[src/rtl/tx_engine_if.sv]
// tx_engine_if -- host-side bus of the serial transmit engine.
//   load       host write strobe, one cycle
//   load_data  character to send, valid with load
//   bit10_9    frame bits 10:9 from the parity/eighth-bit decoder, valid with load
//   k          clocks per bit time, static during a frame
//   tx         serial line, idle high
//   txrdy      engine can accept a new load
//   line_break force the line low (present only with TX_BREAK_EN)
// Modports: master = host side, slave = engine side.
interface tx_engine_if #(
  parameter int BAUD_W = 19
);
  logic              load;
  logic [7:0]        load_data;
  logic [1:0]        bit10_9;
  logic [BAUD_W-1:0] k;
  logic              tx;
  logic              txrdy;
`ifdef TX_BREAK_EN
  logic              line_break;
`endif

`ifdef TX_BREAK_EN
  modport master (output load, load_data, bit10_9, k, line_break, input tx, txrdy);
  modport slave  (input load, load_data, bit10_9, k, line_break, output tx, txrdy);
`else
  modport master (output load, load_data, bit10_9, k, input tx, txrdy);
  modport slave  (input load, load_data, bit10_9, k, output tx, txrdy);
`endif
endinterface

[src/rtl/tx_engine.sv]
// tx_engine -- 11-bit serial frame transmitter with programmable bit time.
// Frame order on tx: pad 1, start 0, load_data[0..6], bit10_9[0], bit10_9[1],
// each bit lasting max(k,1) clocks.
// Ports:
//   clk      system clock, rising edge
//   reset_n  synchronous active-low reset
//   bus      tx_engine_if.slave (load, load_data, bit10_9, k, tx, txrdy)
// Optional feature: define TX_BREAK_EN to add bus.line_break, which forces
// tx and txrdy low (registered) without disturbing the frame counters.
//
// state  | meaning
// S_IDLE | no frame in flight, shift register all ones, txrdy high
// S_SEND | frame shifting out, one shift per bit-time tick
module tx_engine #(
  parameter int BAUD_W = 19
) (
  input logic        clk,
  input logic        reset_n,
  tx_engine_if.slave bus
);

  typedef enum logic {S_IDLE, S_SEND} state_t;

  state_t            state, state_next;
  logic [10:0]       sr, sr_next;
  logic [BAUD_W-1:0] btc, btc_next;
  logic [3:0]        bc, bc_next;
  logic              tx_q;
  logic              txrdy_q;
  logic [BAUD_W-1:0] keff_m1;
  logic              btu;
  logic              accept;
  logic              unused_data7;

  assign unused_data7 = bus.load_data[7];

  // k=0 behaves as k=1, so the terminal count never underflows.
  assign keff_m1 = (bus.k == '0) ? '0 : bus.k - BAUD_W'(1);
  assign btu     = (state == S_SEND) && (btc == keff_m1);
  assign accept  = bus.load && txrdy_q;

  always_comb begin
    state_next = state;
    sr_next    = sr;
    btc_next   = btc;
    bc_next    = bc;
    case (state)
      S_IDLE: begin
        sr_next  = 11'h7FF;
        btc_next = '0;
        bc_next  = '0;
        if (accept) begin
          sr_next    = {bus.bit10_9[1], bus.bit10_9[0], bus.load_data[6:0], 1'b0, 1'b1};
          state_next = S_SEND;
        end
      end
      S_SEND: begin
        if (btu) begin
          sr_next  = {1'b1, sr[10:1]};
          btc_next = '0;
          if (bc == 4'd10) begin
            bc_next    = '0;
            state_next = S_IDLE;
          end else begin
            bc_next = bc + 4'd1;
          end
        end else begin
          btc_next = btc + BAUD_W'(1);
        end
      end
      default: state_next = S_IDLE;
    endcase
  end

  always_ff @(posedge clk) begin
    if (!reset_n) begin
      state   <= S_IDLE;
      sr      <= 11'h7FF;
      btc     <= '0;
      bc      <= '0;
      tx_q    <= 1'b1;
      txrdy_q <= 1'b1;
    end else begin
      state <= state_next;
      sr    <= sr_next;
      btc   <= btc_next;
      bc    <= bc_next;
`ifdef TX_BREAK_EN
      tx_q    <= bus.line_break ? 1'b0 : sr_next[0];
      txrdy_q <= (state_next == S_IDLE) && !bus.line_break;
`else
      // tx tracks sr[0] exactly; both update on the same edge.
      tx_q    <= sr_next[0];
      txrdy_q <= (state_next == S_IDLE);
`endif
    end
  end

  assign bus.tx    = tx_q;
  assign bus.txrdy = txrdy_q;

endmodule
[src/flat_wrapper.sv]
// flat-port wrapper written by rule: the top's interface ports become plain ports
module tx_engine_flat 
#(
  parameter int BAUD_W = 19
)
  (clk, reset_n, bus_load, bus_load_data, bus_bit10_9, bus_k, bus_tx, bus_txrdy);
  tx_engine_if #(.BAUD_W(BAUD_W)) bus_i ();
  input logic clk;
  input logic reset_n;
  input wire logic [$bits(bus_i.load)-1:0] bus_load;
  input wire logic [$bits(bus_i.load_data)-1:0] bus_load_data;
  input wire logic [$bits(bus_i.bit10_9)-1:0] bus_bit10_9;
  input wire logic [$bits(bus_i.k)-1:0] bus_k;
  output wire logic [$bits(bus_i.tx)-1:0] bus_tx;
  output wire logic [$bits(bus_i.txrdy)-1:0] bus_txrdy;
  assign bus_i.load = bus_load;
  assign bus_i.load_data = bus_load_data;
  assign bus_i.bit10_9 = bus_bit10_9;
  assign bus_i.k = bus_k;
  assign bus_tx = bus_i.tx;
  assign bus_txrdy = bus_i.txrdy;
  tx_engine #(.BAUD_W(BAUD_W)) u_core (.clk(clk), .reset_n(reset_n), .bus(bus_i));
endmodule
[config.mk]
export PLATFORM = sky130hd
export DESIGN_NAME = tx_engine_flat
export DESIGN_NICKNAME = d
export VERILOG_FILES = /design/src/rtl/tx_engine_if.sv /design/src/rtl/tx_engine.sv /design/src/flat_wrapper.sv
export SDC_FILE = /design/constraint.sdc
export NUM_CORES = 1
export LEC_CHECK = 0
export ABC_AREA = 1
export ABC_CLOCK_PERIOD_IN_PS = 2280
export CAP_MARGIN = 40
export CORE_ASPECT_RATIO = 0.8
export CORE_MARGIN = 3
export CORE_UTILIZATION = 51
export DETAILED_ROUTE_END_ITERATION = 10
export PLACE_DENSITY_LB_ADDON = 0.2
export SLEW_MARGIN = 20
export SYNTH_ARGS = -nofsm -noshare
export SYNTH_HDL_FRONTEND = slang
export SYNTH_SLANG_ARGS = --single-unit
[constraint.sdc]
create_clock -name clk -period 2.28 [get_ports clk]
set_input_delay 0.456 -clock clk [delete_from_list [all_inputs] [get_ports clk]]
set_output_delay 0.456 -clock clk [all_outputs]
set_load 0.02 [all_outputs]
==> flow_metrics.env, run 1 <==
export IMPL_outcome="completed"
export IMPL_cts_root_buf="clkbuf_8"
export IMPL_setup_viol=0
export IMPL_critPathMaxStageDelay_ns=0.22
export IMPL_via_per_inst=5.28
export IMPL_port_buffer_count=32
export IMPL_core_um2=5240
export IMPL_drive_above_1_share_pct=32.3
export IMPL_r2r_cells=10
export IMPL_synth_compound_area_share_pct=4.08
export IMPL_ys_warn_count=0
export IMPL_holdWs_ns=0.478
export IMPL_p_leak_uw=0.00180
export IMPL_placed_cell_area_um2=3800
export IMPL_crit_end="u_core.btc[7]"
export IMPL_fillers=396
export IMPL_criticalPathCategory="primary input to flip-flop"
export IMPL_synth_area_per_cell_um2=6.22
export IMPL_pwr_share_seq_pct=40.7
export IMPL_antenna_found_initial=0
export IMPL_timing_clock_skew_ns=0.00726
export IMPL_synthSimpleGateAreaFrac_pct=54.1
export IMPL_worstPathMaxFanout=6
export IMPL_rsz0062_at_grt="yes"
export IMPL_rows=23
export IMPL_synth_seq_cells=36
export IMPL_cap_viol_max_count=0
export IMPL_ys_flop_type="dfxtp_1"
export IMPL_cpLargestDelayFamily="simple AND/OR/NAND/NOR gates"
export IMPL_htree_levels=2
export IMPL_fin_area_um2=4130
export IMPL_finalHoldViolations=0
export IMPL_drtIter0Drc=249
export IMPL_syn_num_nets=500
export IMPL_synth_adder_area_share_pct=1.73
export IMPL_totalWireLength_um=9060
export IMPL_tightest_slew_ns=0.407
export IMPL_synth_xor_xnor_area_share_pct=5.16
export IMPL_startpoint="bus_k[0]"
export IMPL_powerDensity_nw_per_um2=397
export IMPL_relSlewSlack_pct=72.6
export IMPL_hp_start="u_core.btc[0]"
export IMPL_synth_edf_count=0
export IMPL_critPathArrivalTime_ns=2.43
export IMPL_synthArstFlopShare_pct=0
export IMPL_final_nets=611
export IMPL_yosysSeqAreaShare_pct=25.0
export IMPL_hp_class="flip-flop to flip-flop"
export IMPL_finalCriticalPeriod_ns=2.26
export IMPL_clkSinkCount=36
export IMPL_syn_area_um2=2890
export IMPL_intPower_uw=1170
export IMPL_setup_tns_ns=0
export IMPL_period_share_pct=98.9
export IMPL_dp_hpwl_um=6700
export IMPL_syn_inst=464
export IMPL_end_kind="flip-flop"
export IMPL_comb_power_share_pct=25.1
export IMPL_gp_congestion=0.934
export IMPL_diodes=0
export IMPL_final_max_slew_viol_count=0
export IMPL_crit_required_ns=2.46
export IMPL_ant_nets=0
export IMPL_grt_max_degree=23
export IMPL_wl_per_cell_um=13.9
export IMPL_initial_utilization_pct=55.1
export IMPL_cts_tree="built"
export IMPL_drc=0
export IMPL_grt_usage_pct=26.9
export IMPL_worstSetupPathDepth=16
export IMPL_synthMuxAreaShare_pct=0
export IMPL_r2r_end="u_core.btc[18]"
export IMPL_p_clk_share_pct=34.3
export IMPL_p_sw_uw=473
export IMPL_rr_startpoint="u_core.btc[1]"
export IMPL_synth_top_family_by_area="simple AND/OR/NAND/NOR gates"
export IMPL_r2r_slack_ns=0.17
export IMPL_drt_first_pass_iters=5
export IMPL_hold_buffers=0
export IMPL_syn2layout_area_growth_pct=43.2
export IMPL_ios=34
export IMPL_cts_made_buffers=5
export IMPL_path_common_cell="nand3_4"
export IMPL_slowest_stage="nor2_4"
export IMPL_peakVddDrop_v=0.000417
export IMPL_grt_pass1_vias=3029
export IMPL_worstPathCellList="buf_6 -> inv_4 -> ha_4 -> nand2_4 -> nor2_4 -> nand3_4 -> buf_6 -> nand4_1 -> nand2_1 -> nor2_1 -> nand2_1 -> nor2_2 -> nand3_4 -> nand3_4 -> clkbuf_16 -> nor2_4"
export IMPL_die_x_um=90.1
export IMPL_clkTransAtPathRegs_ns=0.07
export IMPL_multi_input_area_um2=2070
export IMPL_clockBufferDepth=2
export IMPL_dieHeight_um=73.3
export IMPL_clock_latency_ns=0.29
export IMPL_vias=3436
export IMPL_netSwitchingFraction_pct=28.8
export IMPL_seq_area_um2=722
export IMPL_synth_cell_types=28
export IMPL_grt_overflow_total=0
export IMPL_cp_num_buf_inv=4
export IMPL_start_kind="primary input"
export IMPL_max_freq_ghz=0.443
export IMPL_dieArea_um2=6600
export IMPL_grt_pass1_wl_um=14400
layout make-up:
cell class | instances | share of cell area [%]
multi-input combinational | 364 | 50.1
clock buffer | 6 | 1.76
clock inverter | 2 | 0.848
sequential | 36 | 17.5
inverter | 53 | 4.87
timing repair buffer | 115 | 22.7
tap | 75 | 2.27
power groups by stage:
| stage | logic (µW) | clock network, µW | registers [µW] |
|---|---|---|---|
| 2_1_floorplan | 188 | 0 | 679 |
| 3_3_place_gp | 372 | 0 | 679 |
| 3_5_place_dp | 375 | 0 | 681 |
| 4_1_cts | 383 | 568 | 666 |
| 5_1_grt | 451 | 595 | 669 |
| 6_report | 411 | 562 | 667 |
cells in the final DEF, fill, tap and decap left out, types with 4 or more instances in the layout:
master / count
nor2_2: 20
clkbuf_2: 14
nand4_2: 4
nand2_2: 15
clkdlybuf4s50_1: 13
a21oi_1: 7
clkbuf_8: 5
buf_6: 7
nor2_4: 19
o21ai_0: 11
buf_4: 73
dfxtp_1: 35
nand3_1: 68
nand2_1: 127
xor2_1: 14
nor3_1: 4
nor2_1: 27
nand4_1: 18
nor3_2: 7
inv_1: 49
worst min-delay path by stage:
stage / to / slack [ns] / depth (start not counted)
3_3_place_gp: u_core.sr[7] / 0.48 / 2
3_5_place_dp: u_core.btc[6] / 0.49 / 2
4_1_cts: u_core.bc[3] / 0.50 / 2
2_1_floorplan: u_core.btc[14] / 0.45 / 2
5_1_grt: u_core.btc[0] / 0.49 / 1
6_report: u_core.btc[0] / 0.48 / 1
cell families (layout without fill, tap and decap cells):
kind of cell | Yosys count | in the layout
AND/OR/NAND/NOR | 319 | 320
AO/OA/AOI/OAI | 23 | 23
flip-flops | 36 | 36
buffers and inverters | 65 | 176
XOR/XNOR | 17 | 17
adder cells (fa/ha/maj) | 4 | 4
layer usage:
layer  wire (µm)  share of wire, %  track usage (%)  vias up
met4         169               1.9             6.45        0
met3         773               8.5             3.79       17
li1            -                 -                -     1718
met5           0                 0                0        -
met2        3900                43             41.2      159
met1        4220                47             40.0     1542
Yosys cell counts (2+ instances only):
cell,instances,area share (%)
nand3_4,3,1.8
nor2_4,12,4.7
clkbuf_1,6,0.78
dfxtp_1,36,25
o21ai_0,13,2.3
nand3_1,70,12
xnor2_1,2,0.61
buf_6,3,1.2
nor3_2,3,1.0
nor2_2,6,1.3
nor3_1,8,1.4
ha_1,4,1.7
nand4_2,4,1.7
xor2_1,15,4.6
nand2_1,139,18
inv_1,53,6.9
nand2_2,5,1.1
nor2_1,48,6.2
a21oi_1,8,1.4
nand4_1,18,3.9
what timing repair did:
action                                  4_1_cts  5_1_grt
gates resized for setup                      41       73
pin swaps                                    20       38
endpoints found under the setup margin       36       36
setup buffers                                 4        4
cloned                                        2        1
registers in the layout, summed over array words and instances (netlist names):
name / flops
u_core.bus.txrdy: 1
u_core.bus.tx: 1
u_core.bc: 4
u_core.btc: 19
u_core.sr: 10
u_core.state: 1
through the flow:
stage,instances,util (%),setup WS (ns),total power [µW]
6_report,651,78.9,0.0241,1640
5_1_grt,651,78.9,-0.109,1720
4_1_cts,646,76.4,-0.0196,1620
3_5_place_dp,632,72.6,-0.570,1060
3_3_place_gp,632,72.6,-0.554,1050
2_1_floorplan,464,-,0.0413,867
Power figures use the tool's default switching activity.
==> run 2: changes to the inputs <==
- CAP_MARGIN: 40 -> not set
- TNS_END_PERCENT: not set -> 10
==> run 2 against run 1 <==
Against the previous run: combinational power about the same; global-route usage did not move; fmax increased by 0.15%; first-iteration DRC count grew 16%; critical endpoint unchanged; critical path depth stayed put; via count rose by 0.96%; sequential share of layout area is essentially flat.
==> flow_metrics.env, run 2 (synthesized netlist as in run 1, its figures left out) <==
export IMPL_outcome="completed"
export IMPL_p_total_uw=1640
export IMPL_holdWs_ns=0.474
export IMPL_cap_viol_max_count=0
export IMPL_gp_congestion=0.934
export IMPL_syn2layout_area_growth_pct=43.4
export IMPL_port_buffer_count=32
export IMPL_rows=23
export IMPL_rsz0062_at_grt="yes"
export IMPL_relSlewSlack_pct=73.8
export IMPL_reg_top3="u_core.btc (19), u_core.sr (10), u_core.bc (4)"
export IMPL_crit_required_ns=2.45
export IMPL_antenna_found_initial=0
export IMPL_clkTransAtPathRegs_ns=0.07
export IMPL_hp_class="flip-flop to flip-flop"
export IMPL_final_nets=611
export IMPL_start_kind="primary input"
export IMPL_htree_levels=2
export IMPL_period_share_pct=98.8
export IMPL_finalCriticalPeriod_ns=2.25
export IMPL_fin_area_um2=4140
export IMPL_end_kind="flip-flop"
export IMPL_grt_pass1_vias=3030
export IMPL_vias=3469
export IMPL_ant_nets=0
export IMPL_diodes=0
export IMPL_setup_viol=0
export IMPL_drc=0
export IMPL_largest_reg_flops=19
export IMPL_post_route_util_pct=79.0
export IMPL_grt_usage_pct=26.9
export IMPL_clkSinkCount=36
export IMPL_max_freq_ghz=0.444
export IMPL_final_common_cell="nand2_1"
export IMPL_drtIter0Drc=289
export IMPL_dieHeight_um=73.3
export IMPL_hold_buffers=0
export IMPL_drive_above_1_share_pct=32.3
export IMPL_cts_tree="built"
export IMPL_die_x_um=90.1
export IMPL_initial_utilization_pct=55.1
export IMPL_worstPathMaxFanout=6
export IMPL_grt_max_degree=23
export IMPL_criticalPathCategory="primary input to flip-flop"
export IMPL_wl_per_cell_um=14.0
export IMPL_final_max_slew_viol_count=0
export IMPL_cts_root_buf="clkbuf_8"
export IMPL_layout_common_cells="nand2_1 (128), buf_4 (73), nand3_1 (68)"
export IMPL_peakVddDrop_v=0.000414
export IMPL_dieArea_um2=6600
export IMPL_timing_clock_skew_ns=0.00629
export IMPL_drt_first_pass_iters=5
export IMPL_totalWireLength_um=9110
export IMPL_tightest_slew_ns=0.390
export IMPL_setup_tns_ns=0
export IMPL_core_um2=5240
export IMPL_critPathArrivalTime_ns=2.43
export IMPL_cts_made_buffers=5
export IMPL_fillers=394
export IMPL_grt_pass1_wl_um=14400
export IMPL_p_leak_uw=0.00181
export IMPL_ios=34
export IMPL_clock_latency_ns=0.28
export IMPL_finalHoldViolations=0
export IMPL_clockBufferDepth=2
export IMPL_placed_cell_area_um2=3800
export IMPL_grt_overflow_total=0
export IMPL_via_per_inst=5.33
export IMPL_top_register="u_core.btc"
export IMPL_dp_hpwl_um=6700
export IMPL_powerDensity_nw_per_um2=396
==> run 2: cell count changes in the layout (fill, tap and decap cells not counted), sizes merged <==
cell,delta
dlygate4sd2,-1
dlymetal6s2s,+1
==> run 2: worst max-delay path, stage by stage <==
cell and delay [ns]:
buf_6 0.10, inv_4 0.06, ha_4 0.14, nand2_4 0.07, nor2_4 0.22, nand3_4 0.16
buf_6 0.16, nand4_1 0.12, nand2_1 0.10, nor2_1 0.12, nand2_1 0.08, nor2_2 0.12
nand3_4 0.12, nand3_4 0.16, clkbuf_16 0.19, nor2_4 0.04
==> run 2: worst paths after layout <==
kind	end	cells after the start	slack (ns)	from
worst max-delay path	u_core.btc[7]	16	0.03	bus_k[0]
worst max register to register	u_core.btc[16]	10	0.14	u_core.btc[1]
worst min-delay path	u_core.btc[0]	1	0.47	u_core.btc[0]
worst min register to register	u_core.btc[0]	1	0.47	u_core.btc[0]
==> run 2: cell type report <==
class,instances,area [µm²],area share (%)
flip-flops and latches,36,722,17.5
repair buffers,115,942,22.8
multi-input cells,364,2070,50.0
well taps,75,93.8,2.27
inverters,53,201,4.87
clock buffers,6,72.6,1.75
clock inverters,2,35.0,0.847
==> run 2: stage by stage <==
step | instances | setup WS (ns)
4_1_cts | 646 | -0.0364
2_1_floorplan | 464 | 0.0413
3_3_place_gp | 632 | -0.554
3_5_place_dp | 632 | -0.570
5_1_grt | 651 | -0.0999
6_report | 651 | 0.0274
==> run 2: layer usage <==
layer / part of all wire (%) / track usage [%] / vias up
met5: 0 / 0 / -
met4: 1.6 / 6.45 / 0
met3: 7.4 / 3.68 / 16
met2: 43 / 41.1 / 155
met1: 48 / 40.1 / 1582
li1: - / - / 1716
==> run 2: what timing repair did <==
action / in CTS / in global routing
pin swaps: 18 / 32
buffers inserted: 4 / 4
setup endpoints to repair: 36 / 36
gates resized for setup: 42 / 72
cloned: 2 / 1
==> run 2: power breakdown <==
group	total, µW	internal [µW]	switching [µW]	leakage [µW]
Sequential	667	652	14.6	0.000294
Combinational	411	190	221	0.00146
Clock	560	325	235	0.0000552
Total	1640	1170	471	0.00181
